### src/rtl/trojan_pkg.sv
// -----------------------------------------------------------------------------
// trojan_pkg
// Constants and types shared by the 2-bit-per-cycle key-leak transmitter and
// its receive-side companion (trojan_leak_rx_256).
//   TRIG_WORD  : value on data[31:0] that arms a frame
//   KEY_W      : key width (BEAT_W * LOAD_BEATS)
//   BEAT_W     : data-bus width, one key beat per cycle
//   SYM_W      : leaked bits per cycle
//   LOAD_BEATS : bus beats loaded after the trigger
//   N_SYM      : symbols per frame (KEY_W / SYM_W)
// -----------------------------------------------------------------------------
package trojan_pkg;

  localparam logic [31:0] TRIG_WORD  = 32'h0044ab93;
  localparam int          BEAT_W     = 64;
  localparam int          LOAD_BEATS = 4;
  localparam int          KEY_W      = BEAT_W * LOAD_BEATS;
  localparam int          SYM_W      = 2;
  localparam int          N_SYM      = KEY_W / SYM_W;

  // Derived counter widths
  localparam int          BEAT_IDX_W = $clog2(LOAD_BEATS);
  localparam int          SYM_IDX_W  = $clog2(N_SYM);
  localparam int          SYM_CNT_W  = $clog2(SYM_W + 1);
  localparam int          ERR_W      = $clog2(KEY_W + 1);

  typedef enum logic [1:0] {
    IDLE    = 2'd0,
    LOAD    = 2'd1,
    CAPTURE = 2'd2,
    DONE    = 2'd3
  } rx_state_e;

endpackage

### src/rtl/leak_sym_cmp.sv
// -----------------------------------------------------------------------------
// leak_sym_cmp
// Combinational bit-difference count between one leaked symbol and the
// matching slice of the snooped key.
//   sym_a  in  SYM_W      leaked symbol
//   sym_b  in  SYM_W      expected symbol
//   diff   out SYM_CNT_W  popcount(sym_a ^ sym_b), 0..SYM_W
// -----------------------------------------------------------------------------
module leak_sym_cmp
  import trojan_pkg::*;
#(
  parameter int P_SYM_W = SYM_W,
  parameter int P_CNT_W = $clog2(P_SYM_W + 1)
) (
  input  logic [P_SYM_W-1:0] sym_a,
  input  logic [P_SYM_W-1:0] sym_b,
  output logic [P_CNT_W-1:0] diff
);

  logic [P_SYM_W-1:0] x;

  always_comb begin
    x    = sym_a ^ sym_b;
    diff = '0;
    for (int i = 0; i < P_SYM_W; i++) begin
      diff = diff + P_CNT_W'(x[i]);
    end
  end

endmodule

### src/rtl/trojan_leak_rx_256.sv
// -----------------------------------------------------------------------------
// trojan_leak_rx_256
// Receive-side companion of the 2-bit-per-cycle key-leak trojan. Snoops the
// data bus for TRIG_WORD, records the four following beats as the expected
// key, then reassembles the key from 128 leaked 2-bit symbols (LSBs first)
// while counting bit errors against the snooped copy.
//
// Ports:
//   clk        in   1      rising-edge clock
//   rst_all_n  in   1      synchronous active-low reset
//   data       in   64     snooped data bus
//   leak_sym   in   2      leaked symbol, LSBs of the key first
//   clr        in   1      acknowledge, DONE -> IDLE (wins over a trigger)
//   busy       out  1      high in LOAD and CAPTURE
//   key_valid  out  1      high in DONE
//   key_out    out  256    reassembled key
//   exp_key    out  256    key as snooped during LOAD
//   err_cnt    out  9      differing bits, leaked vs snooped (0..256)
//   match      out  1      key_valid && err_cnt == 0
//   state_dbg  out  2      current FSM state, for checkers
//
// Handshake: there is no backpressure. A frame starts on the cycle where
// data[31:0]==TRIG_WORD is sampled in IDLE or DONE; key_valid rises 133 cycles
// later and stays high until clr, a re-arming trigger, or reset.
// -----------------------------------------------------------------------------
module trojan_leak_rx_256
  import trojan_pkg::*;
(
  input  logic              clk,
  input  logic              rst_all_n,
  input  logic [BEAT_W-1:0] data,
  input  logic [SYM_W-1:0]  leak_sym,
  input  logic              clr,
  output logic              busy,
  output logic              key_valid,
  output logic [KEY_W-1:0]  key_out,
  output logic [KEY_W-1:0]  exp_key,
  output logic [ERR_W-1:0]  err_cnt,
  output logic              match,
  output rx_state_e         state_dbg
);

  // State and datapath registers
  rx_state_e             state_q,     state_d;
  logic [BEAT_IDX_W-1:0] beat_q,      beat_d;
  logic [SYM_IDX_W-1:0]  sym_q,       sym_d;
  logic [KEY_W-1:0]      key_out_q,   key_out_d;
  logic [KEY_W-1:0]      exp_key_q,   exp_key_d;
  logic [ERR_W-1:0]      err_cnt_q,   err_cnt_d;
  logic                  busy_q,      busy_d;
  logic                  key_valid_q, key_valid_d;
  logic                  match_q,     match_d;

  logic                  trig;
  logic [SYM_W-1:0]      exp_sym;
  logic [SYM_CNT_W-1:0]  sym_err;

  assign trig = (data[31:0] == TRIG_WORD);

  // Expected symbol for the current capture slot. exp_key is only written in
  // LOAD, so this slice is stable for the whole CAPTURE phase.
  assign exp_sym = exp_key_q[sym_q*SYM_W +: SYM_W];

  leak_sym_cmp #(
    .P_SYM_W (SYM_W),
    .P_CNT_W (SYM_CNT_W)
  ) u_cmp (
    .sym_a (leak_sym),
    .sym_b (exp_sym),
    .diff  (sym_err)
  );

  // Next-state and datapath logic
  always_comb begin
    state_d   = state_q;
    beat_d    = beat_q;
    sym_d     = sym_q;
    key_out_d = key_out_q;
    exp_key_d = exp_key_q;
    err_cnt_d = err_cnt_q;

    case (state_q)
      IDLE: begin
        if (trig) begin
          state_d   = LOAD;
          beat_d    = '0;
          sym_d     = '0;
          err_cnt_d = '0;
        end
      end

      // Triggers here are ordinary key data.
      LOAD: begin
        exp_key_d[beat_q*BEAT_W +: BEAT_W] = data;
        beat_d = beat_q + 1'b1;
        if (beat_q == BEAT_IDX_W'(LOAD_BEATS - 1)) begin
          state_d = CAPTURE;
        end
      end

      // Shift in from the top so the first symbol ends up in key_out[1:0]
      // after N_SYM shifts. err_cnt tops out at exactly KEY_W, which fits.
      CAPTURE: begin
        key_out_d = {leak_sym, key_out_q[KEY_W-1:SYM_W]};
        err_cnt_d = err_cnt_q + ERR_W'(sym_err);
        sym_d     = sym_q + 1'b1;
        if (sym_q == SYM_IDX_W'(N_SYM - 1)) begin
          state_d = DONE;
        end
      end

      // clr takes priority over a simultaneous trigger.
      DONE: begin
        if (clr) begin
          state_d   = IDLE;
          beat_d    = '0;
          sym_d     = '0;
          err_cnt_d = '0;
        end else if (trig) begin
          state_d   = LOAD;
          beat_d    = '0;
          sym_d     = '0;
          err_cnt_d = '0;
        end
      end

      default: begin
        state_d = IDLE;
      end
    endcase

    // Outputs are registered decodes of the next state.
    busy_d      = (state_d == LOAD) || (state_d == CAPTURE);
    key_valid_d = (state_d == DONE);
    match_d     = (state_d == DONE) && (err_cnt_d == '0);
  end

  always_ff @(posedge clk) begin
    if (!rst_all_n) begin
      state_q     <= IDLE;
      beat_q      <= '0;
      sym_q       <= '0;
      key_out_q   <= '0;
      exp_key_q   <= '0;
      err_cnt_q   <= '0;
      busy_q      <= 1'b0;
      key_valid_q <= 1'b0;
      match_q     <= 1'b0;
    end else begin
      state_q     <= state_d;
      beat_q      <= beat_d;
      sym_q       <= sym_d;
      key_out_q   <= key_out_d;
      exp_key_q   <= exp_key_d;
      err_cnt_q   <= err_cnt_d;
      busy_q      <= busy_d;
      key_valid_q <= key_valid_d;
      match_q     <= match_d;
    end
  end

  assign busy      = busy_q;
  assign key_valid = key_valid_q;
  assign key_out   = key_out_q;
  assign exp_key   = exp_key_q;
  assign err_cnt   = err_cnt_q;
  assign match     = match_q;
  assign state_dbg = state_q;

endmodule

### config.mk
export PLATFORM = sky130hd
export DESIGN_NAME = trojan_leak_rx_256
export DESIGN_NICKNAME = d
export VERILOG_FILES = /design/src/rtl/trojan_pkg.sv /design/src/rtl/leak_sym_cmp.sv /design/src/rtl/trojan_leak_rx_256.sv
export SDC_FILE = /design/constraint.sdc
export NUM_CORES = 1
export LEC_CHECK = 0
export CORE_AREA = 2 2 231 233
export CTS_BUF_LIST = sky130_fd_sc_hd__clkbuf_2 sky130_fd_sc_hd__clkbuf_4 sky130_fd_sc_hd__clkbuf_8
export DETAILED_ROUTE_END_ITERATION = 10
export DIE_AREA = 0 0 233 235
export HOLD_SLACK_MARGIN = 0.03
export PLACE_DENSITY = 0.71
export SLEW_MARGIN = 20
export SYNTH_ARGS = -nofsm -noshare
export SYNTH_HDL_FRONTEND = slang
export SYNTH_SLANG_ARGS = --single-unit
### constraint.sdc
create_clock -name clk -period 3.78 [get_ports clk]
set_input_delay 1.134 -clock clk [delete_from_list [all_inputs] [get_ports clk]]
set_output_delay 1.134 -clock clk [all_outputs]
set_load 0.005 [all_outputs]
Word level (Yosys, flattened, before mapping)
Index checks and enable logic that the tools add are counted.
Storage, ports and cells
  word-level logic and storage cells: 48
  register bits: 535
  output and inout port bits: 526
Cells by class
  reduce and logical (&&, ||, !) cells: 6
  add/subtract/negate cells: 5
  bitwise gates (word level): 1
  eq/ne operators: 9
  shift-type cells: 3
  muxes and demuxes: 15
Operators by type and width (number)
  $bwmux W256: 1
  $shift A64 B34 Y256 const A: 1
  $shiftx A256 B9 Y2: 1
  $shiftx A64 B34 Y256: 1
  $neg A8 Y34: 1
  $eq A32 B23 Y1 const B: 1
  $pmux W9 S3: 1
  $pmux W7 S3: 1
  $mux W9: 2
  $mux W7: 2
  $mux W2: 6
  $eq A2 B2 Y1 const B: 5
  $add A9 B2 Y9: 1
  $logic_not A9 Y1: 1
  $pmux W2 S4: 1
  $add A7 B1 Y7 const B: 1
  $eq A7 B7 Y1 const B: 1
  $pmux W2 S3: 1
  $reduce_bool A3 Y1: 2
  $eq A2 B1 Y1 const B: 2
  $add A1 B1 Y2: 1
  $add A2 B1 Y2 const B: 1
  $logic_not A2 Y1: 1
  $xor A2 B2 Y2: 1
  other kinds (2): 2

Depth between registers and ports, before layout
Gate-level depths: netlist of run 1.
  depth in word-level cells: 7
  depth in mapped cells: 20
  depth with buffers taken out: 16

By module
A second synthesis of run 1 with hierarchy kept.
Second synthesis, totals
  cell total of the unflattened synthesis: 2359
  area, all modules: 20752.4 um^2
Modules (own cells, without submodules)
  trojan_leak_rx_256: cells each 2356, sequential area each 10710.3 um^2, times used 1, area each 20722.4 um^2
  leak_sym_cmp: cells each 3, sequential area each 0.0 um^2, times used 1, area each 30.0 um^2

Least setup slack after synthesis of run 1
OpenSTA, ideal clock, no wires.
  kind: reg2reg
  start: register sym_q[0]
  end: register match_q (netlist: match)
  required time: 3.693 ns
  clock period less this slack: 3.737 ns
  library setup time: 0.087 ns
  stages on the path, launching flop included: 18
  path buffers: 2
  arrival time: 3.650 ns
  slack: 0.043 ns
  cells stage by stage: dfxtp_1 -> buf_4 -> buf_6 -> mux4_2 -> a21oi_1 -> o21ai_0 -> a32oi_1 -> mux2i_1 -> xor2_1 -> fa_1 -> ha_1 -> and3_1 -> nand3_1 -> a21oi_1 -> or4_1 -> o21ai_0 -> nand4_1 -> nor4b_2
Between the ends
  longest elaborated chain between the ends: 7
  elaborated cells on any way between the ends: 11
  those cells by class: 2 x add/sub; 2 x eq/ne; 1 x shift; 3 x mux; 1 x bitwise; 2 x reduce/logical
RTL lines
  from (decl): RTL line trojan_leak_rx_256.sv:46  | logic [SYM_IDX_W-1:0] sym_q, sym_d;
  from (signal assigned): RTL line trojan_leak_rx_256.sv:152  | sym_q <= sym_d;
  $shiftx A256 B9 Y2: RTL line trojan_leak_rx_256.sv:62  | assign exp_sym = exp_key_q[sym_q*SYM_W +: SYM_W];
  $xor A2 B2 Y2: RTL line leak_sym_cmp.sv:23  | x = sym_a ^ sym_b;
  $add A1 B1 Y2: RTL line leak_sym_cmp.sv:26  | diff = diff + P_CNT_W'(x[i]);
  $add A9 B2 Y9: RTL line trojan_leak_rx_256.sv:105  | err_cnt_d = err_cnt_q + ERR_W'(sym_err);
  $pmux W9 S3: RTL line trojan_leak_rx_256.sv:82  | case (state_q)
  $logic_not A9 Y1: RTL line trojan_leak_rx_256.sv:135  | match_d = (state_d == DONE) && (err_cnt_d == '0);
  $logic_and A1 B1 Y1 (*): RTL line trojan_leak_rx_256.sv:135
  to (signal assigned): RTL line trojan_leak_rx_256.sv:158  | match_q <= match_d;
  to (decl): RTL line trojan_leak_rx_256.sv:52  | logic match_q, match_d;
Mark *: on every way between the ends. The rest lies on a longest branch, timed or not.
A chain may end at the register's enable or synchronous reset.

Worst setup path after layout of run 1
  start: register sym_q[1]
  end: register match_q (netlist: match)
The elaborated chain is that of the path after synthesis.

==> reports/metrics.csv, run 1 <==
metric;value;unit
rr_startpoint;sym_q[1]$_SDFFE_PN0P_;
path_cells;buf_12 -> buf_12 -> mux4_2 -> o211ai_1 -> o211ai_1 -> a32oi_1 -> mux2i_2 -> xor2_1 -> fa_2 -> ha_4 -> and3_4 -> nand3_2 -> a21oi_2 -> or4_1 -> o21ai_1 -> nand4_1 -> nor4b_2;
syn_area;0.02071;mm²
grt_pass1_wl;124300;µm
chipWidth;233;µm
ys_seq_elements;535;
drv_cap;0;
cp-end-kind;flip-flop;
synth_area_leaders;dfxtp_1 (52%), a22oi_1 (9.7%), nand2_1 (9.6%);
required;4.35;ns
violations;setup timing;
vias_per_cell;5.520;
hp-start;key_out[223]$_SDFFE_PN0P_;
peakVddDrop;192.8;µV
rrSetupSlack;-0.22;ns
row_count;84;
finalSetupTns;-0.2226;ns
fin_nets;3164;
routed_wl;83720;µm
syn_to_final_growth;49.98;%
cp.arrival;4.57;ns
p_leak;10.87;nW
r2r-end;match$_SDFF_PN0_;
synth_edf_count;0;
hold_end;key_out[221]$_SDFFE_PN0P_;
synth_ff_type;dfxtp_1;
hold_path_class;reg2reg;
rsz0062_at_grt;yes;
cts_made_buffers;89;
vias;21207;
fin_crit_sh;105.9;%
cts.path.max_buffers;3;
min_period;4.003;ns
top_level_ports;595;
first_global_vias;20174;
slew_headroom;37.59;%
diodes;0;
path_class;reg2reg;
synthCells;2322;
core;0.05224;mm²
avgSynthCellArea;8.918;µm²
yosys.area.top_type;dfxtp_1;
yosys.area.top_type_share;51.72;%
setup_violations;1;
clk-insertion-delay-late;0.65;ns
worstMarginPinSlew;0.9361;ns
hold_path_depth;2;
p_per_area;367.7;mW/mm²
timing.final.ws_setup;-0.2226;ns
dr.pass1.iters;8;
drive_gt1_share;17.12;%
synth_nets;2401;
ys_types;60;
finalHoldViolations;0;
numPortBuffers;594;
ys_warn_count;0;
gp_congestion;0.9783;
start_kind;flip-flop;
cts.sinks;535;
htreeDepth;3;
seq_area_frac_synth;51.72;%
crit_fanout;5;
grt_max_degree;128;
die_h;235;µm
clock.fmax;249.8;MHz
slew_violations;0;
wire_per_inst;21.79;µm
r2r.worst_path.cells;17;
fin_skew;0.02631;ns
clk_pin_slew;0.06;ns
drcViolationCount;0;
slowest_delay;0.50;ns
drtIter0Drc;2254;
grt_usage;29.29;%
cts-root-buf;clkbuf_8;
overflow;0;
start_util;39.64;%
cts_tree;done;
finalPower;11.42;mW
ant_nets;0;
die_area;0.05476;mm²
hold_buffers;0;
antenna_found_initial;0;
status;finished with violations;
dp_hpwl;60300;µm
async_flop_share;0;%
slowest_stage;mux4_2;
-- where the power goes --
group | leakage (nW) | switching, mW | internal, mW
combinational | 5.53 | 0.174 | 0.109
sequential | 4.31 | 0.000000000307 | 5.64
clock | 1.04 | 2.34 | 3.16
-- metal layers --
layer	GRT usage [%]	vias to the layer above	routed length [µm]
met2	47.51	1271	39190
met1	36.38	10090	32220
met3	6.044	229	7835
met5	0	-	0
li1	-	9617	-
met4	15.85	0	4477
-- repair_timing --
action                     CTS  global route
buffers inserted             8             7
gates resized for setup     22            20
pin swaps                    5             7
setup endpoints to repair    4             4
cloned                       0             1
-- metrics by stage --
| step | std cells | utilization, % | hold slack [ns] | cell area (µm²) | worst slack [ns] |
|---|---|---|---|---|---|
| 6_report | 3842 | 59.45 | 0.4460 | 31060 | -0.2226 |
| 5_1_grt | 3842 | 59.45 | 0.4819 | 31060 | -0.3980 |
| 4_1_cts | 3834 | 59.12 | 0.4424 | 30880 | -0.2233 |
| 3_5_place_dp | 3666 | 55.11 | 0.4542 | 28790 | -0.5243 |
| 3_3_place_gp | 3666 | 55.11 | 0.4401 | 28790 | -0.4317 |
| 2_1_floorplan | 2322 | - | 0.4527 | 20710 | 0.04279 |
-- state kept, by name (all words and copies together), names as in the netlist --
signal and cells:
beat_q 2, busy 1, err_cnt 9, exp_key 256, key_out 256, key_valid 1
match 1, state_dbg 2, sym_q 7
-- synth_stat cells, drive strengths merged (3+ instances only) --
cell type  instances
mux4              54
and3               5
o221ai             3
nor2             279
nand3             11
a211oi             3
o22ai              5
nor4               3
and2               5
clkbuf           131
o211ai             3
a22oi            268
dfxtp            535
mux2i             27
ha                 9
nor4b              7
xor2               3
a31oi              4
nor3               5
nor2b             10
a21oi            275
nand4             11
inv                7
and4bb             4
mux2               4
nand3b             6
o21ai             17
buf               71
nand2            532
-- cell families (layout without fill, tap and decap cells) --
kind of cell / count (synthesis) / in the layout / synth area share, %
AOI/OAI and AO/OA: 594 / 594 / 18.14
xor gates and xnor gates: 3 / 3 / 0.1269
adders and majority gates: 10 / 10 / 0.6405
buffers and inverters: 209 / 1041 / 4.604
DFF: 535 / 535 / 51.72
muxes: 85 / 85 / 7.468
and+or+nand+nor: 886 / 886 / 17.30
-- worst max-delay path by stage --
stage | from | endpoint | slack (ns) | cells past startpoint
2_1_floorplan | sym_q[0]$_SDFFE_PN0P_ | match$_SDFF_PN0_ | 0.04 | 17
3_3_place_gp | sym_q[0]$_SDFFE_PN0P_ | match$_SDFF_PN0_ | -0.43 | 16
3_5_place_dp | sym_q[1]$_SDFFE_PN0P_ | match$_SDFF_PN0_ | -0.52 | 16
4_1_cts | sym_q[1]$_SDFFE_PN0P_ | match$_SDFF_PN0_ | -0.22 | 16
5_1_grt | sym_q[1]$_SDFFE_PN0P_ | match$_SDFF_PN0_ | -0.40 | 19
6_report | sym_q[1]$_SDFFE_PN0P_ | match$_SDFF_PN0_ | -0.22 | 17
-- cells in the final DEF, fill, tap and decap left out, drive strengths merged, types with 27 or more instances in the layout --
cell             n
clkdlybuf4s50  594
dfxtp          535
nand2          532
nor2           279
buf            279
a21oi          275
a22oi          268
clkbuf         150
mux4            54
mux2i           27
-- critical path, delay by kind of cell, from the launching register on --
kind | cells | cell delay [ns]
simple gates | 5 | 1.00
compound gates | 5 | 0.86
mux | 2 | 0.67
fa+ha+maj | 2 | 0.58
flops | 1 | 0.37
buf+inv | 2 | 0.24
xor+xnor | 1 | 0.19
-- cell type report --
class | count | area (µm²)
Fill cell | 4447 | 21180
Sequential cell | 535 | 10720
Multi-Input combinational cell | 1578 | 9204
Timing Repair Buffer | 874 | 8288
Clock buffer | 149 | 1863
Tap cell | 688 | 860.8
Clock inverter | 11 | 88.84
Inverter | 7 | 33.78
(Power assumes the default switching activity.)
==> run 2, diff against run 1 <==
- CORE_AREA: 2 2 231 233 -> 10 10 193 267
- CTS_CLUSTER_DIAMETER: default -> 100
- DIE_AREA: 0 0 233 235 -> 0 0 203 277
- PLACE_DENSITY: 0.71 -> 0.79
- RECOVER_POWER: default -> 100
==> run 2 against run 1 <==
The run ends with capacitance limit, slew limit, setup timing left. Die area increased by 2.7%. Flip-flop and latch count unchanged. Combinational power increased by 5%. Cell count decreased by 3.5%. Core utilization increased by 5.3 points.
==> reports/metrics.csv, run 2 (synthesized netlist as in run 1, its figures left out) <==
metric;value;unit
status;finished with violations;
violations;capacitance limit, slew limit, setup timing;
hp-start;key_out[147]$_SDFFE_PN0P_;
overflow;0;
drv_cap;3;
grtUsageMet3;10.55;%
min_period;3.982;ns
routed_wl;91160;µm
slowest_stage;mux4_2;
path_class;reg2reg;
rrSetupSlack;-0.20;ns
required;4.33;ns
drive_gt1_share;14.33;%
clock.fmax;251.2;MHz
rsz0062_at_grt;yes;
place_inst;3558;
die_area;0.05623;mm²
cts.path.max_buffers;3;
numPortBuffers;594;
final_cell_mix;dfxtp_1 (533), nand2_1 (529), dlygate4sd3_1 (512);
row_count;94;
drcViolationCount;0;
fin_skew;0.01685;ns
r2r.worst_path.cells;17;
fill_cells;3694;
dp_hpwl;67760;µm
multi_input_area;0.009086;mm²
path_cells;buf_12 -> buf_16 -> mux4_2 -> a22oi_2 -> nand4_1 -> nand4_1 -> mux2i_2 -> xor2_1 -> fa_2 -> ha_2 -> and3_4 -> nand3_1 -> a21oi_1 -> or4_1 -> o21ai_1 -> nand4_1 -> nor4b_2;
slowest_delay;0.50;ns
timing.final.ws_setup;-0.2015;ns
wire_per_inst;24.58;µm
chipWidth;203;µm
p_per_area;367.7;mW/mm²
first_global_vias;21188;
finalSetupTns;-0.2015;ns
cts-root-buf;clkbuf_8;
drtIter0Drc;1756;
vias;21311;
start_util;44.35;%
gp_congestion;0.9680;
seqCellArea;0.01072;mm²
slew_headroom;-16.85;%
rr_startpoint;sym_q[0]$_SDFFE_PN0P_;
grt_usage;30.75;%
use_met1;29.71;%
fin_nets;3099;
r2r-end;match$_SDFF_PN0_;
worstMarginPinSlew;1.753;ns
start_kind;flip-flop;
clk_pin_slew;0.06;ns
place_area;0.02844;mm²
met2_usage;52.52;%
die_h;277;µm
clk-insertion-delay-late;0.65;ns
hold_end;key_out[145]$_SDFFE_PN0P_;
hold_path_depth;2;
cts.sinks;535;
grt_pass1_wl;133000;µm
p_leak;12.26;nW
htreeDepth;3;
antenna_found_initial;4;
grt_most_used_layer;met2;
vias_per_cell;5.746;
setup_violations;1;
crit_fanout;7;
fin_crit_sh;105.3;%
finalHoldViolations;0;
cts_tree;done;
final_common_cell;dfxtp_1;
top_level_ports;595;
slew_violations;158;
dr.pass1.iters;7;
finalNonFillerCells;3709;
cp_common_cell;nand4_1;
hold_path_class;reg2reg;
cts_made_buffers;82;
ant_nets;0;
hold_ws;0.4572;ns
syn_to_final_growth;46.04;%
fin_area;0.03024;mm²
grt_max_degree;260;
core;0.04669;mm²
cp-end-kind;flip-flop;
cp.arrival;4.53;ns
peakVddDrop;310.7;µV
-- run 2: critical path: cells and delay by family (launching register included) --
family	cells	cell delay, ns
muxes	2	0.62
DFF	1	0.44
xor gates and xnor gates	1	0.18
adders and majority gates	2	0.58
AOI/OAI and AO/OA	3	0.51
and+or+nand+nor	7	1.30
buffers and inverters	2	0.25
-- run 2: how the worst max path moves through the flow --
stage / start / endpoint / slack (ns) / cells past startpoint
after CTS: sym_q[0]$_SDFFE_PN0P_ / match$_SDFF_PN0_ / -0.16 / 17
final: sym_q[0]$_SDFFE_PN0P_ / match$_SDFF_PN0_ / -0.20 / 17
after global placement: sym_q[0]$_SDFFE_PN0P_ / match$_SDFF_PN0_ / -0.45 / 16
after global routing: sym_q[1]$_SDFFE_PN0P_ / match$_SDFF_PN0_ / -0.36 / 16
after floorplan: sym_q[0]$_SDFFE_PN0P_ / match$_SDFF_PN0_ / 0.04 / 17
after detailed placement: sym_q[1]$_SDFFE_PN0P_ / match$_SDFF_PN0_ / -0.53 / 17
-- run 2: layout make-up --
class | instances | share of cell area [%]
Sequential cell | 535 | 35.44
Multi-Input combinational cell | 1578 | 30.05
Timing Repair Buffer | 816 | 25.87
Clock buffer | 127 | 5.284
Tap cell | 624 | 2.582
Clock inverter | 21 | 0.6579
Inverter | 7 | 0.1117
Antenna cell | 1 | 0.008275
-- run 2: per-stage QoR --
step                util [%]  total power, mW  setup WS, ns
floorplan                  -            5.845       0.04279
global route           64.77            11.43       -0.3551
global placement       60.91            6.050       -0.4496
detailed placement     60.91            6.052       -0.5288
finish                 64.77            11.12       -0.2015
CTS                    64.96            11.20       -0.1570
-- run 2: power breakdown --
group,internal (mW),leakage (nW),total [mW],switching (mW)
clock network,2.86,0.943,5.19,2.33
logic,0.116,7.01,0.296,0.180
registers,5.64,4.31,5.64,0.000000000358
-- run 2: what timing repair did --
| action | 4_1_cts | 5_1_grt |
|---|---|---|
| setup buffers | 1 | 0 |
| cloned | 1 | 0 |
| resized for setup | 14 | 10 |
| hold buffers | 0 | 0 |
| pin swaps | 8 | 5 |
| endpoints found under the setup margin | 2 | 3 |
-- run 2: metal layers --
metal	up-vias	part of all wire (%)
li1	9509	-
met1	10085	32
met2	1343	48
met3	368	11
met4	6	8.7
met5	-	0.049
==> run 3, diff against run 2 <==
==> constraint.sdc (replaced) <==
create_clock -name clk -period 3.78 [get_ports clk]
set_input_delay 0.756 -clock clk [delete_from_list [all_inputs] [get_ports clk]]
set_output_delay 0.756 -clock clk [all_outputs]
set_load 0.005 [all_outputs]
==> run 3 against run 2 <==
The run ends with DRC, capacitance limit, slew limit, setup timing left. Non-clock buffer count up 15. Die area unchanged. Worst hold slack worse by 0.0073 ns. Flip-flop and latch count unchanged. Maximum frequency down 1.5%. Critical path depth down 1. Core utilization up 0.21 points. Cell area up 0.32%. Register-to-register slack worse by 0.06 ns.
==> reports/metrics.csv, run 3 (synthesized netlist as in run 1, its figures left out) <==
metric;value;unit
dr.pass1.iters;9;
place_inst;3568;
htreeDepth;3;
die_area;0.05623;mm²
slowest_stage;dfxtp_4;
clk_pin_slew;0.07;ns
grt_usage;30.91;%
final_common_cell;dfxtp_1;
met2_length;45570;µm
vias_per_cell;5.713;
finalNonFillerCells;3718;
grt_max_degree;172;
start_util;44.35;%
cp.arrival;4.59;ns
final_cell_mix;dfxtp_1 (533), nand2_1 (530), dlygate4sd3_1 (504);
fin_nets;3112;
wire_per_inst;24.66;µm
drtIter0Drc;1659;
drv_cap;3;
path_cells;buf_6 -> mux4_2 -> nand2_1 -> a41oi_1 -> nand4_1 -> o31ai_4 -> xor2_2 -> fa_2 -> ha_4 -> and3_4 -> buf_4 -> and3_1 -> nor2_1 -> o21ai_0 -> o2111ai_1 -> nor4b_2;
slew_headroom;-21.70;%
cts.path.max_buffers;3;
p_leak;12.28;nW
top_level_ports;595;
cp_top_family;compound AO/OA/AOI/OAI gates;
clock.fmax;247.3;MHz
violations;DRC, capacitance limit, slew limit, setup timing;
ant_nets;0;
grt_pass1_wl;133100;µm
crit_fanout;6;
wl_met1;30220;µm
final_util;64.97;%
path_class;reg2reg;
fin_crit_sh;107.0;%
dp_hpwl;67810;µm
die_h;277;µm
cp-end-kind;flip-flop;
cts_made_buffers;80;
cts_tree;done;
slowest_delay;0.40;ns
setup_violations;1;
routed_wl;91700;µm
drive_gt1_share;15.13;%
overflow;0;
core;0.04669;mm²
syn_to_final_growth;46.50;%
vias;21241;
hold_buffers;0;
start_kind;flip-flop;
top_layer_used;met5;
routed-wl-met3;9155;µm
numPortBuffers;594;
gp_congestion;0.9646;
timing.final.ws_setup;-0.2632;ns
required;4.33;ns
cts-root-buf;clkbuf_8;
critical_path_buf_inv_count;2;
worstMarginPinSlew;1.826;ns
p_per_area;363.2;mW/mm²
antenna_found_initial;4;
clk-insertion-delay-late;0.65;ns
drcViolationCount;1;
status;finished with violations;
chipWidth;203;µm
first_global_vias;20685;
row_count;94;
hold_path_class;reg2reg;
fin_skew;0.02770;ns
fill_cells;3760;
rsz0062_at_grt;yes;
cts.sinks;535;
finalHoldViolations;0;
slew_violations;302;
min_period;4.043;ns
finalPower;11.02;mW
peakVddDrop;308.1;µV
==> run 3: cell types whose count changed in the layout (fill, tap and decap cells not counted), sizes merged <==
cell           previous run  this run
buf                     204       224
clkinvlp                  5         3
clkinv                   10        11
clkbuf                  145       135
inv                      11        10
dlygate4sd3             512       504
bufinv                    2         3
clkdlybuf4s50            82        90
==> run 3: through the flow <==
step	TNS, ns	setup WS, ns	instance area (µm²)	hold WS (ns)
after floorplan	0	0.04279	20710	0.4527
after global placement	-0.6116	-0.4822	28500	0.4424
after detailed placement	-0.8493	-0.5465	28500	0.4495
after CTS	-0.1893	-0.1893	30350	0.4579
after global routing	-0.4973	-0.3614	30340	0.4758
final	-0.2632	-0.2632	30340	0.4499
==> run 3: where the power goes <==
group	total (mW)	switching [mW]	leakage (nW)	internal, mW
logic	0.293	0.185	7.05	0.108
registers	5.64	0.000000000353	4.31	5.64
clock network	5.09	2.30	0.918	2.79
total	11.0	2.48	12.3	8.54
==> run 3: path summary, 6_finish.rpt <==
path                        startpoint                   endpoint  slack (ns)  cells past startpoint
min reg2reg  key_out[182]$_SDFFE_PN0P_  key_out[180]$_SDFFE_PN0P_        0.45                      2
max reg2reg      sym_q[1]$_SDFFE_PN0P_           match$_SDFF_PN0_       -0.26                     16
min          key_out[182]$_SDFFE_PN0P_  key_out[180]$_SDFFE_PN0P_        0.45                      2
max              sym_q[1]$_SDFFE_PN0P_           match$_SDFF_PN0_       -0.26                     16
==> run 3: timing repair <==
action,in CTS,in global routing
buffers inserted,1,6
pin swaps,3,4
resized for setup,30,14
endpoints found under the setup margin,4,4
==> run 3: final cells by class <==
cell class / count / area [µm²] / area share (%)
multi-input combinational: 1578 / 9153 / 30.17
antenna: 1 / 2.502 / 0.008249
inverter: 7 / 33.78 / 0.1114
timing repair buffer: 831 / 7908 / 26.07
sequential: 535 / 10720 / 35.33
tap: 624 / 780.7 / 2.574
clock buffer: 122 / 1516 / 4.999
clock inverter: 20 / 225.2 / 0.7424
==> run 3: layer usage <==
layer	vias up	track usage, %
met3	308	9.656
li1	9517	-
met5	-	0
met4	2	20.55
met2	1313	54.09
met1	10101	30.87
==> run 3: tightest hold or removal path: stages (launching register included) <==
cell	delay [ns]
dfxtp_1	0.32
nand2_1	0.06
a21oi_1	0.05
